==> config.mk <==
export PLATFORM = sky130hd
export DESIGN_NAME = l1_data_cache
export DESIGN_NICKNAME = d
export VERILOG_FILES = /design/src/rtl/l1_pkg.sv /design/src/rtl/l1_tag_array.sv /design/src/rtl/l1_data_cache.sv
export SDC_FILE = /design/constraint.sdc
export NUM_CORES = 1
export LEC_CHECK = 0
export CAP_MARGIN = 20
export CORE_ASPECT_RATIO = 0.9
export CORE_MARGIN = 2
export CORE_UTILIZATION = 47
export CTS_CLUSTER_DIAMETER = 150
export DETAILED_ROUTE_END_ITERATION = 8
export DONT_BUFFER_PORTS = 1
export GPL_ROUTABILITY_DRIVEN = 1
export PLACE_DENSITY_LB_ADDON = 0.08
export SLEW_MARGIN = 15
export SYNTH_ARGS = -nofsm -noshare
export SYNTH_HDL_FRONTEND = slang
export SYNTH_SLANG_ARGS = --single-unit
==> constraint.sdc <==
create_clock -name clk -period 4.34 [get_ports clk]
set_input_delay 0.868 -clock clk [delete_from_list [all_inputs] [get_ports clk]]
set_output_delay 0.868 -clock clk [all_outputs]
set_load 0.1 [all_outputs]
==> src/rtl/l1_pkg.sv <==
// Shared types and widths for the L1 data cache slice.
package l1_pkg;

  localparam int WORD_W      = 32;
  localparam int LINE_W      = 64;
  localparam int DEF_LADDR_W = 29;

  typedef enum logic [1:0] {
    IDLE,
    RD_MISS,
    WR_THRU
  } state_t;

endpackage

==> src/rtl/l1_tag_array.sv <==
// Valid/tag storage for the L1 data cache: one lookup port, one fill port,
// a snoop-compare invalidate port and a flash-clear input.
module l1_tag_array
  import l1_pkg::*;
#(
  parameter int LINES   = 16,
  parameter int INDEX_W = 4,
  parameter int TAG_W   = 25
) (
  input  logic               clk,
  input  logic               reset,
  input  logic [INDEX_W-1:0] lookup_index,
  input  logic [TAG_W-1:0]   lookup_tag,
  output logic               lookup_hit,
  input  logic               wr_en,
  input  logic [INDEX_W-1:0] wr_index,
  input  logic [TAG_W-1:0]   wr_tag,
  input  logic               snoop_en,
  input  logic [INDEX_W-1:0] snoop_index,
  input  logic [TAG_W-1:0]   snoop_tag,
  input  logic               flash_clr
);

  logic [LINES-1:0] valid;
  logic [TAG_W-1:0] tags [LINES];
  logic             fill_match;
  logic             snoop_clr;

  assign lookup_hit = valid[lookup_index] && (tags[lookup_index] == lookup_tag);

  // A rewrite of the very line being filled also kills the fill: the L2 data may be stale.
  assign fill_match = wr_en && (wr_index == snoop_index) && (wr_tag == snoop_tag);
  assign snoop_clr  = snoop_en &&
                      ((valid[snoop_index] && (tags[snoop_index] == snoop_tag)) || fill_match);

  always_ff @(posedge clk or negedge reset) begin
    if (!reset) begin
      valid <= '0;
    end else if (flash_clr) begin
      valid <= '0;
    end else begin
      if (wr_en)
        valid[wr_index] <= 1'b1;
      if (snoop_clr)
        valid[snoop_index] <= 1'b0;
    end
  end

  always_ff @(posedge clk) begin
    if (wr_en)
      tags[wr_index] <= wr_tag;
  end

endmodule

==> src/rtl/l1_data_cache.sv <==
// Direct-mapped, write-through, no-write-allocate L1 data cache in front of a shared L2.
// Define L1_SNOOP_EN for precise per-line snoop invalidate; otherwise any L2 rewrite flash-invalidates.
module l1_data_cache
  import l1_pkg::*;
#(
  parameter int LINES   = 16,
  parameter int LADDR_W = DEF_LADDR_W
) (
  input  logic               clk,
  input  logic               reset,
  input  logic               core_req,
  input  logic               core_we,
  input  logic [31:0]        core_addr,
  input  logic [WORD_W-1:0]  core_wdata,
  input  logic               core_trd_mod,
  input  logic [7:0]         core_trd_PID,
  output logic               core_ready,
  output logic               core_done,
  output logic [WORD_W-1:0]  core_rdata,
  output logic               read_request,
  output logic               write_request,
  output logic               start_end_same,
  output logic [LADDR_W-1:0] address,
  output logic               refresh_loc,
  output logic [WORD_W-1:0]  refresh_data,
  output logic               trd_mod,
  output logic [7:0]         trd_PID,
  input  logic               L2_ready,
  input  logic [LINE_W-1:0]  read_data,
  input  logic               rewrite_active,
  input  logic [LADDR_W-1:0] rewrite_address
);

  localparam int INDEX_W = $clog2(LINES);
  localparam int TAG_W   = LADDR_W - INDEX_W;

  state_t             state;
  logic [WORD_W-1:0]  data_lo [LINES];
  logic [WORD_W-1:0]  data_hi [LINES];
  logic [LADDR_W-1:0] req_line;
  logic [INDEX_W-1:0] req_index;
  logic               word_sel;
  logic               sel_q;
  logic               hit;
  logic               accept;
  logic               fill;
  logic               store_hit;
  logic               snoop_en;
  logic               flash_clr;
  logic               unused_bits;

  assign req_line       = core_addr[LADDR_W+2:3];
  assign req_index      = req_line[INDEX_W-1:0];
  assign word_sel       = core_addr[2];
  assign unused_bits    = ^core_addr[1:0];
  assign core_ready     = (state == IDLE);
  assign start_end_same = 1'b1;
  assign accept         = core_req && (state == IDLE);
  assign fill           = (state == RD_MISS) && L2_ready;
  assign store_hit      = accept && core_we && hit;

`ifdef L1_SNOOP_EN
  assign snoop_en  = rewrite_active;
  assign flash_clr = 1'b0;
`else
  assign snoop_en  = 1'b0;
  assign flash_clr = rewrite_active;
`endif

  l1_tag_array #(
    .LINES   (LINES),
    .INDEX_W (INDEX_W),
    .TAG_W   (TAG_W)
  ) u_tags (
    .clk          (clk),
    .reset        (reset),
    .lookup_index (req_index),
    .lookup_tag   (req_line[LADDR_W-1:INDEX_W]),
    .lookup_hit   (hit),
    .wr_en        (fill),
    .wr_index     (address[INDEX_W-1:0]),
    .wr_tag       (address[LADDR_W-1:INDEX_W]),
    .snoop_en     (snoop_en),
    .snoop_index  (rewrite_address[INDEX_W-1:0]),
    .snoop_tag    (rewrite_address[LADDR_W-1:INDEX_W]),
    .flash_clr    (flash_clr)
  );

  always_ff @(posedge clk) begin
    if (fill) begin
      data_lo[address[INDEX_W-1:0]] <= read_data[WORD_W-1:0];
      data_hi[address[INDEX_W-1:0]] <= read_data[LINE_W-1:WORD_W];
    end else if (store_hit) begin
      if (word_sel)
        data_hi[req_index] <= core_wdata;
      else
        data_lo[req_index] <= core_wdata;
    end
  end

  // Request, address and data stay frozen until the L2_ready edge, then drop together.
  always_ff @(posedge clk or negedge reset) begin
    if (!reset) begin
      state         <= IDLE;
      core_done     <= 1'b0;
      core_rdata    <= '0;
      read_request  <= 1'b0;
      write_request <= 1'b0;
      address       <= '0;
      refresh_loc   <= 1'b0;
      refresh_data  <= '0;
      trd_mod       <= 1'b0;
      trd_PID       <= '0;
      sel_q         <= 1'b0;
    end else begin
      core_done <= 1'b0;
      case (state)
        IDLE: begin
          if (core_req) begin
            if (!core_we && hit) begin
              core_done  <= 1'b1;
              core_rdata <= word_sel ? data_hi[req_index] : data_lo[req_index];
            end else begin
              address <= req_line;
              trd_mod <= core_trd_mod;
              trd_PID <= core_trd_PID;
              sel_q   <= word_sel;
              if (core_we) begin
                state         <= WR_THRU;
                write_request <= 1'b1;
                refresh_loc   <= word_sel;
                refresh_data  <= core_wdata;
              end else begin
                state        <= RD_MISS;
                read_request <= 1'b1;
              end
            end
          end
        end
        RD_MISS: begin
          if (L2_ready) begin
            state        <= IDLE;
            read_request <= 1'b0;
            address      <= '0;
            core_done    <= 1'b1;
            core_rdata   <= sel_q ? read_data[LINE_W-1:WORD_W] : read_data[WORD_W-1:0];
          end
        end
        WR_THRU: begin
          if (L2_ready) begin
            state         <= IDLE;
            write_request <= 1'b0;
            address       <= '0;
            refresh_loc   <= 1'b0;
            refresh_data  <= '0;
            core_done     <= 1'b1;
          end
        end
        default: state <= IDLE;
      endcase
    end
  end

endmodule

==> results of run 1 <==
-- sequential cells by signal, indices dropped and copies added, names as in the netlist, 2 cells and up --
register	count
u_tags.tags	400
u_tags.valid	16
refresh_data	32
data_lo	512
data_hi	512
address	29
core_rdata	32
state	2
trd_PID	8
-- layout make-up --
class	count	area (um^2)	share of cell area [%]
flip-flops and latches	1549	45900	64.7
multi-input cells	1134	15000	21.1
clock buffers	225	4530	6.38
repair buffers	204	2600	3.67
well taps	1728	2160	3.05
clock inverters	75	734	1.04
inverters	8	35.0	0.0494
diodes	2	5.00	0.00705
-- worst max-delay path, cell delays in order --
cell and delay, ns:
buf_16 0.23, mux4_2 0.56, mux4_2 0.48, xnor2_1 0.24, buf_4 0.16, nand4_1 0.17, nor4_4 0.36, nand2_4 0.14
nor3_4 0.25, buf_12 0.31, buf_12 0.17, mux2_2 0.46
-- per-layer routing --
layer  up-vias  share of wire [%]
li1      12400                  -
met1     16500                 42
met2      1077                 50
met3       207                6.6
met4         8                2.1
met5         -              0.029
-- placed cells by master (no fill, tap or decap), drive strengths merged, types with 5 or more instances in the layout --
cell     Yosys  routed
nand4        5       5
o2bb2ai     27      27
o21ai       14      14
edfxtp    1424    1424
inv          8      12
a31oi        6       6
mux4       411     411
a211oi      33      33
clkbuf      96     228
mux2       106     106
bufinv       0      11
a31o        33      33
nor2b       11      11
a22oi        7       7
xnor2       20      20
buf         74     201
nor2        57      57
a211o        5       5
nand3b      32      32
nor3         9       9
a21oi       40      40
xor2        12      12
and2        36      36
a22o        12      12
a221oi       6       6
nand2       91      91
clkinv       0      59
nor4         6       6
mux2i      120     120
dfrtp      125     125
-- what timing repair did --
action / in CTS / in global routing
hold buffers: 1 / 0
resized for setup: 0 / 1
endpoints found under the setup margin: 0 / 2080
endpoints found under the hold margin: 125 / 0
buffers inserted: 0 / 0
-- power by group --
part           switching, mW  internal, mW  total (mW)
logic                   3.38          1.74        5.12
registers               3.67          17.7        21.4
clock network           5.67          7.96        13.6
total                   12.7          27.4        40.1
-- cells by family after synthesis --
family,after synthesis,synth area share (%)
other cells,1,0.00609
simple gates,263,2.23
fa+ha+maj,4,0.0812
flops,1549,74.5
xor+xnor,32,0.455
compound gates,197,2.39
buf+inv,178,1.45
mux,637,18.9
-- final timing paths --
check	from	end	slack, ns	cells after the start
min in group clk	rewrite_active	u_tags.valid[5]$_DFFE_PN0P_	0.16	1
max in group asynchronous	reset	refresh_data[6]$_DFFE_PN0P_	3.48	1
max reg2reg	u_tags.tags[10][1]$_DFFE_PP_	data_lo[5][5]$_DFFE_PP_	0.36	11
max	core_addr[3]	data_lo[5][5]$_DFFE_PP_	0.27	12
min reg2reg	u_tags.valid[15]$_DFFE_PN0P_	u_tags.valid[15]$_DFFE_PN0P_	0.50	2
min	reset	refresh_data[21]$_DFFE_PN0P_	0.008	1
-- synthesized netlist by cell type (12+ instances only) --
master	n	area, um^2
mux2_2	93	1050
and2_1	36	225
dfrtp_1	125	3130
o21ai_0	13	65.1
buf_6	15	169
mux2_1	13	146
mux2i_1	120	1200
buf_1	13	48.8
clkbuf_1	96	360
nand3b_1	32	240
a22o_1	12	105
a31o_1	32	280
xnor2_1	20	175
buf_4	17	128
a21oi_1	40	200
nor2_1	57	214
buf_2	28	140
a211oi_1	33	248
nand2_1	90	338
edfxtp_1	1424	42800
xor2_1	12	105
mux4_2	411	9260
o2bb2ai_1	27	236
-- per-stage QoR --
step	setup TNS, ns	util (%)	hold WS (ns)	area [um^2]
after floorplan	-310.00	-	0.461	61700
after global placement	-532.00	50.1	0.475	65500
after detailed placement	-657.12	50.1	0.484	65500
after CTS	0	54.2	0.0447	70800
after global routing	0	54.3	0.0370	71000
final	0	54.3	0.00785	71000
==> results.toml, run 1 <==
[place]
port_buffers = 0
routabilityCongestion = 0.789
dp_hpwl_um = 93700
dp.cells = 4616
post-place-ws_ns = -0.465

[clock_tree]
clk-insertion-delay-late_ns = 0.79
numCtsBuffers = 159
htreeDepth = 4
clock_path_buffers = 3
cts_root_buf = "clkbuf_16"
cts_sinks = 1549
cts_tree = "built"
clkTransAtPathRegs_ns = 0.06

[synth]
synthCells = 2861
yosys_warnings = 0
synthArstFlopShare_pct = 8.07
syn_nets = 3037
synth-seq-area-share_pct = 74.5
ys_seq_elements = 1549
netlist_area_um2 = 61600
synth.avg_cell_area_um2 = 21.5
synth_ff_type = "edfxtp_1"
synth.distinct_cells = 63
synth-edff-count = 1424

[routing]
firstDrtPassIters = 5
wl_per_cell_um = 33.2
drc_errors = 0
num_vias = 30200
ant_nets = 0
wirelength_um = 163000
avgViaCountPerCell = 6.14
drt_iter0_drc = 3026

[timing]
hold_viol_final = 0
setup_viol = 0
fin_crit_sh_pct = 93.8
layout_setup_ws_ns = 0.271
skew_ns = 0.0292
post-route-min-period_ns = 4.07
report.final.slew_viol_count = 0
rsz0062_at_grt = "false"
tightest_slew_ns = 1.19
relSlewSlack_pct = 20.4
fmax_ghz = 0.246

[setup_path]
cp_data_required_time_ns = 4.81
crit_path_end_kind = "register"
arrival_ns = 4.54
start_kind = "primary input"
crit_fanout = 43
worstSetupPathType = "in -> reg"

[power]
power_mw = 40.1
powerDensity_nw_per_um2 = 566
ir_drop_mv = 0.441
leakagePower_nw = 23.2

[run_status]
status = "complete, no violations"

[global_routing]
grtUsageTotal_pct = 24.5
use_met1_pct = 34.2
met3_usage_pct = 4.41
grt_pass1_wl_um = 231000
top_usage_layer = "met2"
grt_pass1_vias = 31300
antenna_found_initial = 8
overflow = 0
grt_max_degree = 386
grt_use_met2_pct = 40.1

[cells_and_area]
layoutNonFillerInstCount = 4925
area_growth_pct = 15.2
fillCellCount = 9858
nets = 3232
drive_gt1_share_pct = 31.7

[floorplan]
core_um2 = 131000
pin_count = 280
rows = 126
die_w_um = 386
start_util_pct = 47.1
die-area_um2 = 134000
fp.dieH_um = 347

[flow_run]
maxCapViolCount = 0

[worst_hold_path]
hold_class = "in -> async"
(Power assumes the default switching activity.)
==> inputs of run 2 (changes only) <==
Clock period 4.34 ns to 4.17 ns, I/O delays scaled along.
==> results.toml, run 2 (synthesis gave the netlist of run 1 again) <==
[power]
internal_power_mw = 28.1
sequentialPowerShare_pct = 54.0
power_mw = 41.2
comb_power_share_pct = 13.2
clkPwrFrac_pct = 32.8
ir_drop_mv = 0.529
switching_share_pct = 31.8
power.switching_mw = 13.1
leakagePower_nw = 22.9
powerDensity_nw_per_um2 = 584

[global_routing]
grt_use_met2_pct = 38.3
grt_max_degree = 386
antenna_found_initial = 3
grtUsageTotal_pct = 24.6
use_met1_pct = 35.6
top_usage_layer = "met2"
met3_usage_pct = 5.32
overflow = 0
grt_pass1_wl_um = 230000
grt_pass1_vias = 30900

[cells_and_area]
final_cell_mix = "1424 x edfxtp_1, 411 x mux4_2, 169 x clkbuf_16, 124 x dfrtp_1, 120 x mux2i_1"
drive_gt1_share_pct = 30.6
nets = 3215
layoutNonFillerInstCount = 4895
area_growth_pct = 14.6
final_common_cell = "edfxtp_1"
reg.largest.list = "data_hi: 512 flops, data_lo: 512 flops, u_tags.tags: 400 flops"

[clock_tree]
htreeDepth = 4
clk-insertion-delay-late_ns = 0.78
cts_root_buf = "clkbuf_16"
cts_tree = "built"
numCtsBuffers = 159
clock_path_buffers = 3
cts_sinks = 1549
cts.repair.resized = 0
clkTransAtPathRegs_ns = 0.06

[timing]
post-route-min-period_ns = 5.16
report.final.slew_viol_count = 217
relSlewSlack_pct = -91.9
skew_ns = 0.0308
setup_viol = 2123
fmax_ghz = 0.194
tightest_slew_ns = 2.88
hold_viol_final = 0
layout_setup_ws_ns = -0.995
fin_crit_sh_pct = 124

[setup_path]
ff2ff_path_depth = 11
cpPeakStageDelay_ns = 0.95
start_kind = "primary input"
cp_data_required_time_ns = 4.60
r2r_slack_ns = 0.34
arrival_ns = 5.59
timing.rr.start = "u_tags.tags[7][24]$_DFFE_PP_"
crit_slowest_cell = "mux4_2"
crit_path_end_kind = "register"
path_cells = "mux4_2, xnor2_1, nor2_1, a21oi_1, a31oi_1, nor3_2, nand3_2, nor3_4, buf_12, mux2_1"
cp_top_family = "multiplexers"
rr_endpoint = "data_hi[5][29]$_DFFE_PP_"
crit_buf_inv = 1
crit_fanout = 347
worstSetupPathType = "in -> reg"

[routing]
avgViaCountPerCell = 6.17
wirelength_um = 164000
wl_per_cell_um = 33.5
num_vias = 30200
drt_iter0_drc = 3404
drc_errors = 0
ant_nets = 0
firstDrtPassIters = 7

[floorplan]
start_util_pct = 47.1
fp.dieH_um = 347
core_um2 = 131000
die-area_um2 = 134000
die_w_um = 386
pin_count = 280
rows = 126

[place]
dp_hpwl_um = 92900
port_buffers = 0
dp.cells = 4595
post-place-ws_ns = -0.281
routabilityCongestion = 0.793

[flow_run]
maxCapViolCount = 0

[run_status]
violations = "slew limit, setup timing"
status = "complete, but fails checks"

[worst_hold_path]
hold_class = "in -> async"
## run 2: changes by cell type in the layout (fill, tap and decap cells not counted), sizes merged
cell,previous run,this run
bufinv,11,6
clkbuf,228,234
buf,201,183
inv,12,9
clkinv,59,49
## run 2: worst max-delay path by stage
stage                                       start                  endpoint  slack, ns  cells past startpoint
global placement                     core_addr[3]  data_lo[0][31]$_DFFE_PP_      -0.40                     11
CTS                 u_tags.tags[11][24]$_DFFE_PP_  data_lo[3][31]$_DFFE_PP_       0.29                     11
floorplan                            core_addr[3]   data_lo[0][0]$_DFFE_PP_      -0.47                     12
global route                         core_addr[3]  data_hi[6][29]$_DFFE_PP_      -0.01                     13
detailed placement                   core_addr[3]  data_lo[2][31]$_DFFE_PP_      -0.28                     10
finish                               core_addr[4]  data_hi[5][29]$_DFFE_PP_      -0.99                     10
## run 2: timing repair
action	in CTS	in global routing
hold buffers	1	0
setup endpoints to repair	0	2123
hold endpoints to repair	125	0
buffers inserted	0	1
## run 2: metal layers
metal / vias up / share of wire, %
li1: 12300 / -
met4: 0 / 2.2
met5: - / 0
met3: 218 / 7.5
met2: 1157 / 48
met1: 16500 / 43
## run 2: layout make-up
type	count	area [um^2]
clock inverters	57	455
flip-flops and latches	1549	45900
repair buffers	187	2610
multi-input cells	1134	15000
inverters	8	32.5
clock buffers	230	4460
fillers	9908	60100
diodes	2	5.00
well taps	1728	2160
## run 2: metrics by stage
| step | util (%) | instance area [um^2] | hold slack, ns | TNS (ns) |
|---|---|---|---|---|
| after detailed placement | 50.1 | 65400 | 0.479 | -316.89 |
| after CTS | 53.8 | 70400 | 0.0304 | 0 |
| after global placement | 50.1 | 65400 | 0.473 | -548.72 |
| final | 54.0 | 70600 | 0.0236 | -1748.61 |
| after global routing | 54.0 | 70600 | 0.0494 | -0.103 |
| after floorplan | - | 61700 | 0.461 | -449.02 |
## run 2: power groups by stage
stage | Sequential [mW] | Clock (mW) | Combinational (mW)
2_1_floorplan | 23.1 | 0 | 2.74
3_3_place_gp | 22.5 | 0 | 5.13
3_5_place_dp | 22.6 | 0 | 5.23
4_1_cts | 22.3 | 13.8 | 5.27
5_1_grt | 22.4 | 14.4 | 5.73
6_report | 22.3 | 13.5 | 5.46
==> inputs of run 3 (changes only) <==
Settings changed: GPL_TIMING_DRIVEN from default to 0, RECOVER_POWER from default to 50.
==> results.toml, run 3 (synthesis gave the netlist of run 1 again) <==
[flow_run]
maxCapViolCount = 9

[setup_path]
worstSetupPathType = "reg -> reg"
start_kind = "register"
cpPeakStageDelay_ns = 0.86
crit_fanout = 7
crit_path_end_kind = "register"
crit_slowest_cell = "nor3_1"
cpMostUsedCell = "clkbuf_1"
cp_data_required_time_ns = 4.66
path_cells = "inv_1, ha_1, clkbuf_1, nand2_1, or3_1, nor3_1, clkbuf_1, a31o_2, buf_12"
arrival_ns = 4.78

[global_routing]
overflow = 0
grt_pass1_wl_um = 264000
grt_pass1_vias = 33100
grtUsageTotal_pct = 29.1
grt_max_degree = 126
antenna_found_initial = 15

[timing]
fin_crit_sh_pct = 103
layout_setup_ws_ns = -0.120
tightest_slew_ns = 3.66
skew_ns = 0.0494
rsz0062_at_grt = "true"
report.final.slew_viol_count = 232
setup_viol = 73
fmax_ghz = 0.233
post-route-min-period_ns = 4.29
relSlewSlack_pct = -144
hold_viol_final = 0
whs_ns = 0.180

[routing]
num_vias = 32700
ant_nets = 0
firstDrtPassIters = 9
drt_iter0_drc = 4239
wl_per_cell_um = 38.1
drc_errors = 0
wirelength_um = 193000
avgViaCountPerCell = 6.43

[floorplan]
fp.dieH_um = 347
start_util_pct = 47.1
core_um2 = 131000
rows = 126
die_w_um = 386
die-area_um2 = 134000
pin_count = 280

[run_status]
status = "complete, but fails checks"
violations = "capacitance limit, slew limit, setup timing"

[power]
leakagePower_nw = 23.9
ir_drop_mv = 0.544
powerDensity_nw_per_um2 = 584

[clock_tree]
clkTransAtPathRegs_ns = 0.07
cts_tree = "built"
htreeDepth = 4
cts_root_buf = "clkbuf_16"
numCtsBuffers = 161
clk-insertion-delay-late_ns = 0.81
clock_path_buffers = 3
cts_sinks = 1549

[cells_and_area]
fillCellCount = 9624
layoutNonFillerInstCount = 5079
nets = 3385
final_cell_mix = "1424 x edfxtp_1, 411 x mux4_2, 167 x clkbuf_16, 125 x dfrtp_1, 117 x mux2i_1"
reg.largest.list = "data_hi: 512 flops, data_lo: 512 flops, u_tags.tags: 400 flops"
area_growth_pct = 18.1
final_common_cell = "edfxtp_1"
drive_gt1_share_pct = 32.7

[place]
routabilityCongestion = 0.813
dp_hpwl_um = 117000
port_buffers = 0
dp.cells = 4656

[worst_hold_path]
hold_class = "in -> reg"
## run 3: cell count changes in the layout (fill, tap and decap cells not counted), sizes merged
cell / previous run / this run
clkdlybuf4s15: 0 / 7
clkinv: 49 / 45
bufbuf: 0 / 3
inv: 9 / 12
buf: 183 / 228
clkbuf: 234 / 331
diode: 2 / 13
a31o: 33 / 45
bufinv: 6 / 13
clkinvlp: 1 / 4
## run 3: timing repair
item,CTS,global route
hold endpoints to repair,125,0
gates resized for setup,111,60
buffers inserted,87,9
pin swaps,9,6
setup endpoints to repair,2112,1804
hold buffers,1,0
cloned,19,1
## run 3: worst paths after layout
| kind | startpoint | end | slack (ns) | depth (start not counted) |
|---|---|---|---|---|
| worst min register to register | u_tags.valid[5]$_DFFE_PN0P_ | u_tags.valid[5]$_DFFE_PN0P_ | 0.50 | 2 |
| max in group asynchronous | reset | core_rdata[12]$_DFFE_PN0P_ | 0.73 | 1 |
| worst min-delay path | core_wdata[30] | refresh_data[30]$_DFFE_PN0P_ | 0.18 | 2 |
| min in group asynchronous | reset | core_rdata[21]$_DFFE_PN0P_ | 1.25 | 1 |
| worst max-delay path | state[1]$_DFFE_PN0P_ | data_hi[0][13]$_DFFE_PP_ | -0.12 | 9 |
| worst max register to register | state[1]$_DFFE_PN0P_ | data_hi[0][13]$_DFFE_PP_ | -0.12 | 9 |
## run 3: worst max-delay path, delay by kind of cell, from the launching register on
kind	cells	cell delay [ns]
AND/OR/NAND/NOR	3	1.70
flip-flops	1	0.44
buffers and inverters	4	1.38
adder cells (fa/ha/maj)	1	0.15
AO/OA/AOI/OAI	1	0.31
## run 3: where the power goes
group          internal [mW]  total, mW  switching, mW
registers               18.4       23.2           4.70
logic                   1.84       5.19           3.35
clock network           8.23       14.1           5.92
## run 3: final cells by class
class	count	area (um^2)	share of cell area (%)
Antenna cell	13	32.5	0.0447
Clock buffer	226	4450	6.11
Inverter	8	30.0	0.0413
Tap cell	1728	2160	2.97
Timing Repair Buffer	175	2840	3.90
Clock inverter	66	667	0.916
Multi-Input combinational cell	1146	15600	21.4
Buffer	168	1150	1.58
Sequential cell	1549	45900	63.0
## run 3: layer usage
metal	share of wire, %	up-vias	GRT usage [%]
li1	-	12800	-
met1	39	17800	39.1
met2	47	1730	45.4
met3	10	373	8.21
met4	3.7	6	11.1
met5	0.024	-	0
## run 3: metrics by stage
stage	worst slack [ns]	TNS [ns]	util, %	power [mW]	instance area, um^2
global placement	-5.31	-6660.47	48.9	27.9	63800
floorplan	-0.474	-449.02	-	25.8	61700
finish	-0.120	-3.65	55.7	42.5	72800
global route	-0.0278	-1.07	55.7	43.6	72800
CTS	-0.0479	-0.0909	55.6	42.7	72600
detailed placement	-2.44	-3645.05	50.1	28.4	65500
